[config.mk]
export PLATFORM = sky130hd
export DESIGN_NAME = reg_rename_unit_flat
export DESIGN_NICKNAME = d
export VERILOG_FILES = /design/src/rtl/reg_rename_unit_if.sv /design/src/rtl/reg_rename_unit.sv /design/src/flat_wrapper.sv
export SDC_FILE = /design/constraint.sdc
export NUM_CORES = 1
export LEC_CHECK = 0
export ABC_CLOCK_PERIOD_IN_PS = 5200
export CAP_MARGIN = 0
export CORE_MARGIN = 2
export CORE_UTILIZATION = 50
export DETAILED_ROUTE_END_ITERATION = 12
export GPL_TIMING_DRIVEN = 0
export HOLD_SLACK_MARGIN = 0.1
export MAX_ROUTING_LAYER = met4
export PLACE_DENSITY = 0.67
export SLEW_MARGIN = 30
export SYNTH_ARGS = -nofsm -noshare
export SYNTH_HDL_FRONTEND = slang
export SYNTH_SLANG_ARGS = --single-unit
export TNS_END_PERCENT = 1
[constraint.sdc]
create_clock -name clk -period 5.2 [get_ports clk]
set_input_delay 1.56 -clock clk [delete_from_list [all_inputs] [get_ports clk]]
set_output_delay 1.56 -clock clk [all_outputs]
set_load 0.1 [all_outputs]
[src/rtl/reg_rename_unit_if.sv]
// Rename-stage port bundle: decode request, renamed output, writeback and commit.
// Decode handshake: an instruction moves when i_valid && o_ready on a clock edge; o_valid marks the registered result.
interface reg_rename_unit_if #(
    parameter int PW = 6,
    parameter int CW = 6
);
    logic          i_valid;
    logic          i_uses_rs;
    logic          i_uses_rt;
    logic          i_uses_rw;
    logic [4:0]    i_rs_addr;
    logic [4:0]    i_rt_addr;
    logic [4:0]    i_rw_addr;
    logic          i_stall;
    logic          o_ready;
    logic          o_valid;
    logic          o_uses_rs;
    logic          o_uses_rt;
    logic          o_uses_rw;
    logic [PW-1:0] o_rs_phys;
    logic [PW-1:0] o_rt_phys;
    logic [PW-1:0] o_rw_phys;
    logic [PW-1:0] o_old_rw_phys;
    logic          o_rs_busy;
    logic          o_rt_busy;
    logic          i_wb_valid;
    logic [PW-1:0] i_wb_phys;
    logic          i_commit_valid;
    logic [PW-1:0] i_commit_phys;
    logic [CW-1:0] dbg_fl_count;

    modport master (
        output i_valid, i_uses_rs, i_uses_rt, i_uses_rw,
        output i_rs_addr, i_rt_addr, i_rw_addr, i_stall,
        output i_wb_valid, i_wb_phys, i_commit_valid, i_commit_phys,
        input  o_ready, o_valid, o_uses_rs, o_uses_rt, o_uses_rw,
        input  o_rs_phys, o_rt_phys, o_rw_phys, o_old_rw_phys,
        input  o_rs_busy, o_rt_busy, dbg_fl_count
    );

    modport slave (
        input  i_valid, i_uses_rs, i_uses_rt, i_uses_rw,
        input  i_rs_addr, i_rt_addr, i_rw_addr, i_stall,
        input  i_wb_valid, i_wb_phys, i_commit_valid, i_commit_phys,
        output o_ready, o_valid, o_uses_rs, o_uses_rt, o_uses_rw,
        output o_rs_phys, o_rt_phys, o_rw_phys, o_old_rw_phys,
        output o_rs_busy, o_rt_busy, dbg_fl_count
    );
endinterface

[src/rtl/reg_rename_unit.sv]
// Register rename stage: map table, circular free list and busy bits.
// Renamed operands are registered one cycle after acceptance.
module reg_rename_unit #(
    parameter int ARCH_REGS = 32,
    parameter int PHYS_REGS = 64
) (
    input logic              clk,
    input logic              rst,
    reg_rename_unit_if.slave bus
);
    localparam int PW       = $clog2(PHYS_REGS);
    localparam int FL_DEPTH = PHYS_REGS - ARCH_REGS;
    localparam int HW       = $clog2(FL_DEPTH);
    localparam int CW       = $clog2(FL_DEPTH + 1);

    logic [PW-1:0]        map_q [ARCH_REGS];
    logic [PW-1:0]        map_d [ARCH_REGS];
    logic [PW-1:0]        fl_q [FL_DEPTH];
    logic [PW-1:0]        fl_d [FL_DEPTH];
    logic [PHYS_REGS-1:0] busy_q, busy_d;
    logic [HW-1:0]        head_q, head_d, tail_q, tail_d;
    logic [CW-1:0]        count_q, count_d;

    logic          o_valid_q, o_valid_d;
    logic          o_uses_rs_q, o_uses_rs_d, o_uses_rt_q, o_uses_rt_d, o_uses_rw_q, o_uses_rw_d;
    logic [PW-1:0] o_rs_phys_q, o_rs_phys_d, o_rt_phys_q, o_rt_phys_d;
    logic [PW-1:0] o_rw_phys_q, o_rw_phys_d, o_old_rw_phys_q, o_old_rw_phys_d;
    logic          o_rs_busy_q, o_rs_busy_d, o_rt_busy_q, o_rt_busy_d;

    logic          alloc, fl_empty, fl_full, ready, accept, pop, push_req, push;
    logic [PW-1:0] new_phys, rs_map, rt_map, rw_map;
    logic          rs_busy_now, rt_busy_now;

    always_comb begin
        alloc       = bus.i_uses_rw && (bus.i_rw_addr != 5'd0);
        fl_empty    = (count_q == '0);
        fl_full     = (count_q == CW'(FL_DEPTH));
        ready       = !bus.i_stall && !(alloc && fl_empty);
        accept      = bus.i_valid && ready;
        pop         = accept && alloc;
        push_req    = bus.i_commit_valid && (bus.i_commit_phys != '0);
        push        = push_req && !fl_full;
        new_phys    = fl_q[head_q];
        rs_map      = map_q[bus.i_rs_addr];
        rt_map      = map_q[bus.i_rt_addr];
        rw_map      = map_q[bus.i_rw_addr];
        // Same-cycle writeback bypass on the busy lookup
        rs_busy_now = busy_q[rs_map] && !(bus.i_wb_valid && bus.i_wb_phys == rs_map);
        rt_busy_now = busy_q[rt_map] && !(bus.i_wb_valid && bus.i_wb_phys == rt_map);
    end

    always_comb begin
        map_d  = map_q;
        fl_d   = fl_q;
        busy_d = busy_q;
        head_d = head_q;
        tail_d = tail_q;
        count_d = count_q;
        if (pop) begin
            map_d[bus.i_rw_addr] = new_phys;
            head_d = (head_q == HW'(FL_DEPTH - 1)) ? '0 : head_q + 1'b1;
        end
        if (push) begin
            fl_d[tail_q] = bus.i_commit_phys;
            tail_d = (tail_q == HW'(FL_DEPTH - 1)) ? '0 : tail_q + 1'b1;
        end
        case ({push, pop})
            2'b10:   count_d = count_q + 1'b1;
            2'b01:   count_d = count_q - 1'b1;
            default: count_d = count_q;
        endcase
        // Allocation is applied last so it wins if writeback names the same register
        if (bus.i_wb_valid) busy_d[bus.i_wb_phys] = 1'b0;
        if (pop)            busy_d[new_phys] = 1'b1;
    end

    always_comb begin
        o_valid_d       = o_valid_q;
        o_uses_rs_d     = o_uses_rs_q;
        o_uses_rt_d     = o_uses_rt_q;
        o_uses_rw_d     = o_uses_rw_q;
        o_rs_phys_d     = o_rs_phys_q;
        o_rt_phys_d     = o_rt_phys_q;
        o_rw_phys_d     = o_rw_phys_q;
        o_old_rw_phys_d = o_old_rw_phys_q;
        o_rs_busy_d     = o_rs_busy_q && !(bus.i_wb_valid && bus.i_wb_phys == o_rs_phys_q);
        o_rt_busy_d     = o_rt_busy_q && !(bus.i_wb_valid && bus.i_wb_phys == o_rt_phys_q);
        if (accept) begin
            o_valid_d       = 1'b1;
            o_uses_rs_d     = bus.i_uses_rs;
            o_uses_rt_d     = bus.i_uses_rt;
            o_uses_rw_d     = alloc;
            o_rs_phys_d     = rs_map;
            o_rt_phys_d     = rt_map;
            o_rw_phys_d     = alloc ? new_phys : '0;
            o_old_rw_phys_d = alloc ? rw_map : '0;
            o_rs_busy_d     = rs_busy_now;
            o_rt_busy_d     = rt_busy_now;
        end else if (!bus.i_stall) begin
            o_valid_d = 1'b0;
        end
    end

    always_ff @(posedge clk) begin
        if (rst) begin
            for (int i = 0; i < ARCH_REGS; i++) map_q[i] <= PW'(i);
            for (int i = 0; i < FL_DEPTH; i++)  fl_q[i]  <= PW'(ARCH_REGS + i);
            busy_q          <= '0;
            head_q          <= '0;
            tail_q          <= '0;
            count_q         <= CW'(FL_DEPTH);
            o_valid_q       <= 1'b0;
            o_uses_rs_q     <= 1'b0;
            o_uses_rt_q     <= 1'b0;
            o_uses_rw_q     <= 1'b0;
            o_rs_phys_q     <= '0;
            o_rt_phys_q     <= '0;
            o_rw_phys_q     <= '0;
            o_old_rw_phys_q <= '0;
            o_rs_busy_q     <= 1'b0;
            o_rt_busy_q     <= 1'b0;
        end else begin
            map_q           <= map_d;
            fl_q            <= fl_d;
            busy_q          <= busy_d;
            head_q          <= head_d;
            tail_q          <= tail_d;
            count_q         <= count_d;
            o_valid_q       <= o_valid_d;
            o_uses_rs_q     <= o_uses_rs_d;
            o_uses_rt_q     <= o_uses_rt_d;
            o_uses_rw_q     <= o_uses_rw_d;
            o_rs_phys_q     <= o_rs_phys_d;
            o_rt_phys_q     <= o_rt_phys_d;
            o_rw_phys_q     <= o_rw_phys_d;
            o_old_rw_phys_q <= o_old_rw_phys_d;
            o_rs_busy_q     <= o_rs_busy_d;
            o_rt_busy_q     <= o_rt_busy_d;
        end
    end

    // A commit into a full free list means a register was freed twice
    a_no_fl_overflow: assert property (@(posedge clk) disable iff (rst) !(push_req && fl_full));

    assign bus.o_ready       = ready;
    assign bus.o_valid       = o_valid_q;
    assign bus.o_uses_rs     = o_uses_rs_q;
    assign bus.o_uses_rt     = o_uses_rt_q;
    assign bus.o_uses_rw     = o_uses_rw_q;
    assign bus.o_rs_phys     = o_rs_phys_q;
    assign bus.o_rt_phys     = o_rt_phys_q;
    assign bus.o_rw_phys     = o_rw_phys_q;
    assign bus.o_old_rw_phys = o_old_rw_phys_q;
    assign bus.o_rs_busy     = o_rs_busy_q;
    assign bus.o_rt_busy     = o_rt_busy_q;
    assign bus.dbg_fl_count  = count_q;
endmodule

[src/flat_wrapper.sv]
// flat-port wrapper written by rule: the top's interface ports become plain ports
module reg_rename_unit_flat 
#(
    parameter int ARCH_REGS = 32,
    parameter int PHYS_REGS = 64
)
  (clk, rst, bus_i_valid, bus_i_uses_rs, bus_i_uses_rt, bus_i_uses_rw, bus_i_rs_addr, bus_i_rt_addr, bus_i_rw_addr, bus_i_stall, bus_i_wb_valid, bus_i_wb_phys, bus_i_commit_valid, bus_i_commit_phys, bus_o_ready, bus_o_valid, bus_o_uses_rs, bus_o_uses_rt, bus_o_uses_rw, bus_o_rs_phys, bus_o_rt_phys, bus_o_rw_phys, bus_o_old_rw_phys, bus_o_rs_busy, bus_o_rt_busy, bus_dbg_fl_count);
  reg_rename_unit_if #(.PW(6), .CW(6)) bus_i ();
  input logic clk;
  input logic rst;
  input wire logic [$bits(bus_i.i_valid)-1:0] bus_i_valid;
  input wire logic [$bits(bus_i.i_uses_rs)-1:0] bus_i_uses_rs;
  input wire logic [$bits(bus_i.i_uses_rt)-1:0] bus_i_uses_rt;
  input wire logic [$bits(bus_i.i_uses_rw)-1:0] bus_i_uses_rw;
  input wire logic [$bits(bus_i.i_rs_addr)-1:0] bus_i_rs_addr;
  input wire logic [$bits(bus_i.i_rt_addr)-1:0] bus_i_rt_addr;
  input wire logic [$bits(bus_i.i_rw_addr)-1:0] bus_i_rw_addr;
  input wire logic [$bits(bus_i.i_stall)-1:0] bus_i_stall;
  input wire logic [$bits(bus_i.i_wb_valid)-1:0] bus_i_wb_valid;
  input wire logic [$bits(bus_i.i_wb_phys)-1:0] bus_i_wb_phys;
  input wire logic [$bits(bus_i.i_commit_valid)-1:0] bus_i_commit_valid;
  input wire logic [$bits(bus_i.i_commit_phys)-1:0] bus_i_commit_phys;
  output wire logic [$bits(bus_i.o_ready)-1:0] bus_o_ready;
  output wire logic [$bits(bus_i.o_valid)-1:0] bus_o_valid;
  output wire logic [$bits(bus_i.o_uses_rs)-1:0] bus_o_uses_rs;
  output wire logic [$bits(bus_i.o_uses_rt)-1:0] bus_o_uses_rt;
  output wire logic [$bits(bus_i.o_uses_rw)-1:0] bus_o_uses_rw;
  output wire logic [$bits(bus_i.o_rs_phys)-1:0] bus_o_rs_phys;
  output wire logic [$bits(bus_i.o_rt_phys)-1:0] bus_o_rt_phys;
  output wire logic [$bits(bus_i.o_rw_phys)-1:0] bus_o_rw_phys;
  output wire logic [$bits(bus_i.o_old_rw_phys)-1:0] bus_o_old_rw_phys;
  output wire logic [$bits(bus_i.o_rs_busy)-1:0] bus_o_rs_busy;
  output wire logic [$bits(bus_i.o_rt_busy)-1:0] bus_o_rt_busy;
  output wire logic [$bits(bus_i.dbg_fl_count)-1:0] bus_dbg_fl_count;
  assign bus_i.i_valid = bus_i_valid;
  assign bus_i.i_uses_rs = bus_i_uses_rs;
  assign bus_i.i_uses_rt = bus_i_uses_rt;
  assign bus_i.i_uses_rw = bus_i_uses_rw;
  assign bus_i.i_rs_addr = bus_i_rs_addr;
  assign bus_i.i_rt_addr = bus_i_rt_addr;
  assign bus_i.i_rw_addr = bus_i_rw_addr;
  assign bus_i.i_stall = bus_i_stall;
  assign bus_i.i_wb_valid = bus_i_wb_valid;
  assign bus_i.i_wb_phys = bus_i_wb_phys;
  assign bus_i.i_commit_valid = bus_i_commit_valid;
  assign bus_i.i_commit_phys = bus_i_commit_phys;
  assign bus_o_ready = bus_i.o_ready;
  assign bus_o_valid = bus_i.o_valid;
  assign bus_o_uses_rs = bus_i.o_uses_rs;
  assign bus_o_uses_rt = bus_i.o_uses_rt;
  assign bus_o_uses_rw = bus_i.o_uses_rw;
  assign bus_o_rs_phys = bus_i.o_rs_phys;
  assign bus_o_rt_phys = bus_i.o_rt_phys;
  assign bus_o_rw_phys = bus_i.o_rw_phys;
  assign bus_o_old_rw_phys = bus_i.o_old_rw_phys;
  assign bus_o_rs_busy = bus_i.o_rs_busy;
  assign bus_o_rt_busy = bus_i.o_rt_busy;
  assign bus_dbg_fl_count = bus_i.dbg_fl_count;
  reg_rename_unit #(.ARCH_REGS(ARCH_REGS), .PHYS_REGS(PHYS_REGS)) u_core (.clk(clk), .rst(rst), .bus(bus_i));
endmodule
=== Yosys cells after proc, flatten, opt, wreduce, memory -nomap -nowiden ===
Index checks and enable logic that the tools add are counted.
W data, S select, Z words.

* Bits in registers: 494
* Logic and storage cells: 180
* Bits of input ports: 36
* Output and inout bits: 37

* $add $sub $neg: 4
* Bitwise logic cells: 8
* Reductions and logical operators: 30
* Equal/unequal tests: 10
* $lt $le $gt $ge: 13
* Multiplexer cells: 37

{| class="wikitable"
|+ Operators by type and width
! cell !! count
|-
| $bwmux W192 || 2
|-
| $mux W64 || 2
|-
| $bmux W6 S5 || 4
|-
| $mux W6 || 12
|-
| $and A64 B64 Y64 || 1
|-
| $not A64 Y64 || 1
|-
| $or A64 B64 Y64 || 1
|-
| $demux W6 S5 || 2
|-
| $ge A6 B6 Y1 const B || 5
|-
| $not A5 Y6 || 5
|-
| $lt A6 B7 Y1 const B || 4
|-
| $eq A6 B6 Y1 || 4
|-
| $logic_and A1 B1 Y1 || 19
|-
| $bmux W1 S6 || 2
|-
| $demux W1 S6 || 2
|-
| $ge A6 B1 Y1 const B || 2
|-
| $lt A6 B1 Y1 const B || 2
|-
| $pmux W6 S2 || 1
|-
| $add A5 B1 Y5 const B || 2
|-
| $eq A5 B5 Y1 const B || 2
|-
| $mux W5 || 2
|-
| $mux W1 || 8
|-
| $logic_not A1 Y1 || 7
|-
| $add A6 B1 Y6 const B || 1
|-
| other kinds (9) || 9
|}

=== Logic depth before layout (Yosys ltp) ===
* Word-level depth: 10
* Gate-level depth with buffers: 17
* Gate-level depth less buffers: 15

=== Worst setup path after synthesis ===
OpenSTA, ideal clock, no wires.

* Path type: input to register
* From: in bus_i_rw_addr[4]
* To: reg u_core.count_q[4] (netlist: u_core.bus.dbg_fl_count[4])
* Data arrival time: 5.968 ns
* Stages on the path: 16
* Slack: -0.895 ns
* Library setup time: 0.128 ns
* Buffers on the path: 1
* Required time: 5.072 ns
* Cell sequence: or3_1 -> o31a_1 -> a31oi_1 -> and2_1 -> nand2_2 -> inv_2 -> ha_1 -> buf_1 -> xor2_1 -> ha_1 -> a21oi_1 -> nor3b_1 -> o21ai_0 -> a21oi_1 -> xnor2_1 -> nor2_1

* Longest elaborated chain between the ends: 9
* Elaborated cells on any way between the ends: 11
* Classes of those cells: eq/ne (2); mux (1); reduce/logical (8)

{| class="wikitable"
|+ RTL lines
! element !! line !! text
|-
| from (decl) || flat_wrapper.sv:17 || <nowiki>input wire logic [$bits(bus_i.i_rw_addr)-1:0] bus_i_rw_addr;</nowiki>
|-
| $reduce_bool A5 Y1 * || reg_rename_unit.sv:35 || <nowiki>alloc = bus.i_uses_rw && (bus.i_rw_addr != 5'd0);</nowiki>
|-
| $logic_and A1 B1 Y1 * || reg_rename_unit.sv:35 ||
|-
| $logic_and A1 B1 Y1 * || reg_rename_unit.sv:38 || <nowiki>ready = !bus.i_stall && !(alloc && fl_empty);</nowiki>
|-
| $logic_not A1 Y1 * || reg_rename_unit.sv:38 ||
|-
| $logic_and A1 B1 Y1 * || reg_rename_unit.sv:38 ||
|-
| net bus_o_ready || flat_wrapper.sv:23 || <nowiki>output wire logic [$bits(bus_i.o_ready)-1:0] bus_o_ready;</nowiki>
|-
| $logic_and A1 B1 Y1 * || reg_rename_unit.sv:39 || <nowiki>accept = bus.i_valid && ready;</nowiki>
|-
| $logic_and A1 B1 Y1 * || reg_rename_unit.sv:40 || <nowiki>pop = accept && alloc;</nowiki>
|-
| $eq A2 B1 Y1 / $eq A2 B2 Y1 (equally long branches) || reg_rename_unit.sv:67 || <nowiki>case ({push, pop})</nowiki>
|-
| $pmux W6 S2 / $reduce_bool A2 Y1 (equally long branches) || -- ||
|-
| to (signal assigned) || reg_rename_unit.sv:111 || <nowiki>count_q <= CW'(FL_DEPTH);</nowiki>
|-
| to (signal assigned) || reg_rename_unit.sv:128 || <nowiki>count_q <= count_d;</nowiki>
|-
| to (decl) || reg_rename_unit.sv:22 || <nowiki>logic [CW-1:0] count_q, count_d;</nowiki>
|}

The timed path passes the listed nets; every way through them passes the cells marked *.
A chain may end at the register's enable or synchronous reset.

=== Worst setup path after layout ===
* From: in bus_i_rs_addr[2]
* To: reg u_core.o_rs_busy_q (netlist: u_core.bus.o_rs_busy)

* Longest elaborated chain between the ends: 9
* Elaborated cells on any way between the ends: 11
* Classes of those cells: eq/ne (1); mux (6); bitwise (1); reduce/logical (3)

{| class="wikitable"
|+ RTL lines
! element !! line !! text
|-
| from (decl) || flat_wrapper.sv:15 || <nowiki>input wire logic [$bits(bus_i.i_rs_addr)-1:0] bus_i_rs_addr;</nowiki>
|-
| $not A5 Y6 (implied by the code) * || reg_rename_unit.sv:44 || <nowiki>rs_map = map_q[bus.i_rs_addr];</nowiki>
|-
| $bmux W6 S5 * || reg_rename_unit.sv:44 ||
|-
| $mux W6 (implied by the code) * (2 in series) || reg_rename_unit.sv:44 ||
|-
| parallel branches: the longest is 3 deep, another holds $bmux W1 S6 || -- ||
|-
| $logic_and A1 B1 Y1 * || reg_rename_unit.sv:48 || <nowiki>rs_busy_now = busy_q[rs_map] && !(bus.i_wb_valid && bus.i_wb_phys == rs_map);</nowiki>
|-
| $mux W1 * || reg_rename_unit.sv:88 || <nowiki>if (accept) begin</nowiki>
|-
| to (signal assigned) || reg_rename_unit.sv:137 || <nowiki>o_rs_busy_q <= o_rs_busy_d;</nowiki>
|-
| to (decl) || reg_rename_unit.sv:28 || <nowiki>logic o_rs_busy_q, o_rs_busy_d, o_rt_busy_q, o_rt_busy_d;</nowiki>
|}

Every way passes the cells marked *. The select of a mux whose other input is x is not followed.

==> flow_summary_export.csv <==
group,metric,value,unit
synthesis,yosys.area.top_type_share,0.374,
drt,drt-initial-drc-count,3539,
worst_setup_path,worst-r2r-setup-slack,0.70,ns
cts,post_cts_buffers,0,
worst_setup_path,reg2reg_from,"u_core.head_q[1]$_SDFFE_PP0N_",
cts,cts_sinks,494,
grt,track_usage,0.400,
synthesis,seq_area_frac_synth,0.374,
timing,setup_viol,1,
timing,finalHoldViolCount,0,
synthesis,avgSynthCellArea,9.17,µm²
timing,fin_crit,5.25,ns
timing,tightest_slew,1.10,ns
floorplanning,rows,84,
grt,gr-total-overflow,0,
synthesis,synth.most_common_cell,"dfxtp_1",
power,cell_internal_pwr,6.58,mW
timing,finClkSkew,0.0219,ns
final_layout,regArea,0.00989,mm²
cts,worstSkewPairLatency,0.65,ns
timing,slew_viol_final,0,
power,power.switching,2.96,mW
grt,antenna_found_initial,4,
final_layout,fillers,4670,
synthesis,ys_ff_latch,494,
final_layout,area_growth,12.8,%
synthesis,synth_warnings,0,
timing,rsz0062_at_grt,"yes",
floorplanning,die_w,234,µm
power,power_density,320,mW/mm²
placed_design,gp_congestion,1.02,
floorplanning,die_h,234,µm
cts,htreeDepth,2,
worst_setup_path,crit_required,5.69,ns
power,ir_drop,0.391,mV
synthesis,mappedNetlistArea,0.0265,mm²
grt,first_global_vias,23717,
worst_setup_path,endpoint,"u_core.bus.o_rs_busy$_SDFF_PP0_",
power,clkPwrFrac,0.422,
placed_design,dp_hpwl,77500,µm
timing,tns,-0.0506,ns
synthesis,ys_types,70,
synthesis,syn-num-nets,2929,
power,p_comb_frac,0.171,
power,pwr-share-seq,0.407,
drt,drc,0,
worst_setup_path,critical_path.reg2reg.endpoint,"u_core.busy_q[16]$_SDFF_PP0_",
grt,grt_pass1_wl,156000,µm
drt,ant_nets,0,
worst_setup_path,worstPathMaxFanout,10,
worst_setup_path,setup.worst_path.start_class,"primary input",
synthesis,synth_ff_type,"dfxtp_1",
synthesis,netlist_instances,2883,
drt,wire_per_inst,28.6,µm
final_layout,layout-drive-gt1-share,0.123,
worst_setup_path,r2r_cells,11,
flow_run,max_cap_violations,0,
final_layout,fin_nets,3047,
synthesis,synth-edff-count,0,
synthesis,ys_top_cells_by_count,"dfxtp_1 (494), nand2_1 (376), nor2_1 (304)",
placed_design,place_ws,-0.974,ns
timing,whs,0.454,ns
timing,maxSlewHeadroom,0.268,
final_layout,multi_input_area,0.0154,mm²
power,p_leak,10.3,nW
worst_setup_path,end_kind,"flip-flop",
cts,cts_buffer_depth,3,
synthesis,async_reset_ff_frac,0,
floorplanning,start_util,0.504,
floorplanning,dieArea,0.0548,mm²
floorplanning,coreArea,0.0524,mm²
hold_path,hp-class,"reg2reg",
timing,fmax,0.190,GHz
grt,grt_max_degree,16,
worst_setup_path,arrival,5.74,ns
worst_setup_path,critPathKind,"in2reg",
placed_design,io_buffer_count,59,
placed_design,placed_area,0.0280,mm²
drt,drt-total-wl,107000,µm
synthesis,ys_top_cells_by_area,"dfxtp_1 (37%), mux4_2 (14%), mux2i_1 (5.4%), nand2_1 (5.3%), nor2_1 (4.3%)",
timing,fin_ws,-0.0506,ns
timing,period_share,1.01,
worst_setup_path,cp-startpoint,"bus_i_rs_addr[2]",
cts,cts_buffers,54,
run_status,status,"complete, but fails checks",
cts,clockRootBuffer,"clkbuf_16",
run_status,failed_checks,"negative setup slack",
drt,vias_per_cell,6.76,
cts,path_clk_slew,0.06,ns
cts,cts_tree,"yes",
drt,vias,25235,
final_layout,fin_area,0.0298,mm²
floorplanning,io_pins,73,
power,switching_share,0.310,
synthesis,yosysTopAreaCell,"dfxtp_1",
drt,first_pass_iters,6,
cts,cts_hold_buf,0,
[per-layer routing]
metal,part of all wire,GRT usage
met2,0.42,0.571
met5,0,-
met1,0.40,0.535
met3,0.13,0.108
met4,0.046,0.165
[power groups by stage]
stage	sequential, mW	clock (mW)	combinational (mW)
3_3_place_gp	3.96	0	1.55
5_1_grt	3.88	4.18	1.68
2_1_floorplan	4.09	0	0.852
3_5_place_dp	3.96	0	1.57
4_1_cts	3.88	4.03	1.57
6_report	3.88	4.03	1.63
[cell type report]
cell class / count / share of cell area
buffer: 260 / 0.0410
tap: 688 / 0.0288
antenna: 1 / 0.0000838
multi-input combinational: 2116 / 0.516
clock buffer: 80 / 0.0529
inverter: 13 / 0.00180
sequential: 494 / 0.331
clock inverter: 19 / 0.00809
timing repair buffer: 62 / 0.0204
[what timing repair did]
item	in CTS	in global routing
pin swaps	0	0
endpoints found under the setup margin	5	4
hold endpoints to repair	0	0
cloned	0	0
gates resized for setup	10	7
[sequential cells by signal, summed over array words and instances, names as in the netlist]
register and cells:
u_core.bus.dbg_fl_count 6, u_core.bus.o_old_rw_phys 6, u_core.bus.o_rs_busy 1, u_core.bus.o_rs_phys 6, u_core.bus.o_rt_busy 1, u_core.bus.o_rt_phys 6, u_core.bus.o_rw_phys 6, u_core.bus.o_uses_rs 1
u_core.bus.o_uses_rt 1, u_core.bus.o_uses_rw 1, u_core.bus.o_valid 1, u_core.busy_q 64, u_core.fl_q 192, u_core.head_q 5, u_core.map_q 192, u_core.tail_q 5
[cells by family (layout without fill, tap and decap cells)]
logic type / after synthesis / after routing / share of synthesized area
flip-flops: 494 / 494 / 0.374
buffers and inverters: 273 / 434 / 0.0477
adder cells (fa/ha/maj): 10 / 10 / 0.00473
XOR/XNOR: 30 / 30 / 0.00993
other: 0 / 1 / 0
multiplexers: 339 / 339 / 0.213
AO/OA/AOI/OAI: 582 / 582 / 0.144
AND/OR/NAND/NOR: 1155 / 1155 / 0.207
[placed cells by master, fill, tap and decap left out, drive strengths merged, types with 11 or more instances in the layout]
master,n
xnor2,17
nor2,310
clkinv,11
nor3,11
nand2b,18
a21oi,198
a211oi,116
nand3b,119
and3,11
inv,15
and2,12
clkbuf,233
a221oi,11
o21ai,80
nand3,226
nor2b,22
a31oi,14
a22oi,44
xor2,13
mux4,173
buf,111
clkdlybuf4s50,58
nand2,377
a211o,76
mux2,19
a22o,12
dfxtp,494
mux2i,147
[stage by stage]
step | power [mW] | util | cells
finish | 9.54 | 0.569 | 3733
detailed placement | 5.53 | 0.534 | 3633
floorplan | 4.94 | - | 2883
global route | 9.74 | 0.569 | 3733
global placement | 5.50 | 0.532 | 3630
CTS | 9.48 | 0.568 | 3732
[worst min path at each step]
stage	from	to	slack, ns	cells after the start
finish	u_core.fl_q[154]$_SDFFE_PP0P_	u_core.fl_q[154]$_SDFFE_PP0P_	0.45	2
global route	u_core.fl_q[183]$_SDFFE_PP0P_	u_core.fl_q[183]$_SDFFE_PP0P_	0.47	2
CTS	u_core.fl_q[154]$_SDFFE_PP0P_	u_core.fl_q[154]$_SDFFE_PP0P_	0.45	2
detailed placement	u_core.fl_q[154]$_SDFFE_PP0P_	u_core.fl_q[154]$_SDFFE_PP0P_	0.45	2
global placement	u_core.fl_q[106]$_SDFFE_PP0P_	u_core.fl_q[106]$_SDFFE_PP0P_	0.44	2
floorplan	u_core.fl_q[12]$_SDFFE_PP1P_	u_core.fl_q[12]$_SDFFE_PP1P_	0.43	2
[critical path, cell delays in order]
cell,delay [ns]
clkdlybuf4s50_1,0.67
clkbuf_1,0.78
nor2_1,0.36
nand3_1,0.24
nand4_1,0.53
nor2_1,0.55
a22oi_1,0.13
a21oi_1,0.30
and4b_1,0.24
a221oi_1,0.25
a211oi_1,0.11
Note: power is estimated with default switching activity, not from simulation.
==> RTL change, RTL diff (same flow settings) <==
Reset style: asynchronous (`rst`), changed in one clocked block.
--- a/src/rtl/reg_rename_unit.sv
+++ b/src/rtl/reg_rename_unit.sv
@@ -103,3 +103,3 @@
 
-    always_ff @(posedge clk) begin
+    always_ff @(posedge clk or posedge rst) begin
         if (rst) begin
Check against the original RTL: differs if rst is asserted again (counterexample within 4 cycles, from zero or initial values and one cycle with rst high); with rst held inactive, the same outputs for 4 cycles.
==> RTL change against the unedited design <==
- synthesized area up 2.6%
- via count fell by 20%
- die area rose by 2.6%
- non-clock buffer count fell by 64
- wire length is 19% lower
- worst setup slack improved by 0.31 ns
- sequential share of layout area is 7.5 points higher
- sequential cell count unchanged
- design area rose by 3.8%
- largest cell class unchanged
- synthesized cell count down 24%
- critical endpoint is now bus_o_ready
Power is not compared: it rests on default switching activity, and its combinational part moved more than twofold at a synthesized area within 25%.
==> RTL change: results (changes against the unedited design) <==
* Vias in the first global route at 20220 (-15%)
* Reg2Reg Depth at 9 (-2)
* Finished Layout Cells at 3074 (-18%)
* Least-Margin Pin Slew at 1.120 ns (+0.02199 ns)
* Mapped Avg Cell Area at 12.37 um2 (+35%)
* Power Sequential at 0.00583 W
* Total CTS buffers at 53 (-1.9%)
* Metal2 WL at 38.72 mm (-14%)
* GRT Total Usage at 0.3239 (-0.07576)
* Clk_lat worst skew at 0.65 ns (about the same)
* M1 GR Usage at 0.4320 (-0.1029)
* Power in the clock group at just over 0.004 W
* Placed insts at 2969 (-18%)
* Clk_skew at 0.05698 ns (+0.03510 ns)
* Post-synthesis compound-gate area fraction at 0.09093 (-0.05311)
* First-pass GRT wire length at 130.6 mm (-16%)
* Post-Synth Adder-Cell Area at 0.004609 (-0.0001216)
* Drt via density at 6.574 (-2.7%)
* Syn nets at 2241 (-23%)
* Min-delay src: u_core.map_q[16]
* Outcome: finished clean
* Slowest stage delay, CP at 0.47 ns (-0.31 ns)
* Routed wire per std cell at 28.23 um (-1.4%)
* CTS clock-pin slew for the worst setup and hold paths at 0.06 ns (about the same)
* DP Worst Slack at -1.124 ns (-0.1499 ns)
* Reg2reg start: u_core.head_q[1]
* Number of distinct library cells after synthesis at 71 (+1.4%)
* M1 wire length at 35.12 mm (-18%)
* Top cells by area, synth: dfrtp_1 (28%), dfstp_2 (19%), mux4_2 (16%)
* Grt met3 use at 0.09466 (-0.01295)
* Grt met2 use at 0.4682 (-0.1024)
* Largest net degree at the start of global routing at 33 (+17)
* R2R setup slack at 0.45 ns (-0.25 ns)
* WL met3 at 9.338 mm (-34%)
* Hold_ws at 0.4797 ns (+0.02554 ns)
* CP arrival at 3.38 ns (-2.36 ns)
* Peak VDD IR at 0.4824 mV
* First drt pass iteration count at 8 (+2)
* Post-synthesis xor/xnor area fraction at 0.009678 (-0.0002555)
* Top flop regs: u_core.fl_q x192, u_core.map_q x192, u_core.busy_q x64
* Layout cells sized above 1 at 0.3575 (+0.2346)
* CP max-delay cell: or3_1
* Nets at 2376 (-22%)
* Yosys warnings at 0 (unchanged)
* Clock root cell: clkbuf_16
* Most frequent cells after synthesis: dfrtp_1 (301), nand2_1 (261), mux2_2 (231)
* CP top delay family: buffers and inverters
* Post-synthesis mux area share at 0.3129 (+0.09983)
* GPL Wtd Cong at 1.021 (-0.39%)
* Psw at between 0.005 and 0.006 W
* Initial antenna violation count at 3 (-1)
* Clock tree buffer depth at 3 (unchanged)
* Reg2reg end: u_core.busy_q[38]
* Hpwl dp at 61.13 mm (-21%)
* Seq/Total Area, Yosys at 0.4642 (+0.09035)
* Hold endpoint: u_core.map_q[16]
* Ys async rst share at 1.000 (+1.000)
* Drt initial violations at 2371 (-33%)
==> RTL change: changes by cell type after synthesis, moves of 133 or more <==
cell     before  now
dfstp_2       0  193
a21oi_1     198   65
nand3_1     226   22
dfxtp_1     494    0
nor2_1      304   89
dfrtp_1       0  301
mux2_2        9  231
==> RTL change: through the flow <==
step	area, um2	setup TNS (ns)	total power [W]
final	30980	0	0.01518
after global routing	30980	0	0.01579
after CTS	30930	0	0.01513
after detailed placement	29050	-42.66	0.01107
after global placement	28610	-2462.71	0.01085
after floorplan	27150	-1082.63	0.009291
==> RTL change: worst max-delay path by stage <==
stage	start	endpoint	slack, ns
after floorplan	rst	u_core.bus.dbg_fl_count[0]	-2.90
after global placement	rst	u_core.busy_q[8]	-5.84
after detailed placement	bus_i_rw_addr[3]	u_core.bus.dbg_fl_count[5]	-1.12
after CTS	bus_i_rw_addr[3]	u_core.bus.dbg_fl_count[5]	0.05
after global routing	bus_i_rw_addr[0]	u_core.bus.dbg_fl_count[5]	0.04
final	bus_i_rw_addr[3]	bus_o_ready	0.26
==> RTL change: tightest hold or removal path, delay by kind of cell (launching register included) <==
family | cells | cell delay, ns
AO/OA/AOI/OAI | 1 | 0.05
flip-flops | 1 | 0.38
AND/OR/NAND/NOR | 1 | 0.05
==> RTL change: repair_timing <==
item,4_1_cts,5_1_grt
pin swaps,1,1
gates resized for setup,9,4
gates cloned,0,0
buffers inserted,1,2
endpoints found under the setup margin,5,5
==> RTL change: area by class of cell <==
type,instances,area (um2)
Antenna cell,3,7.507
Buffer,177,908.4
Clock buffer,70,1460
Clock inverter,30,400.4
Fill cell,4235,22730
Inverter,10,41.29
Multi-Input combinational cell,1513,13670
Sequential cell,494,12600
Tap cell,696,870.8
Timing Repair Buffer,81,1018
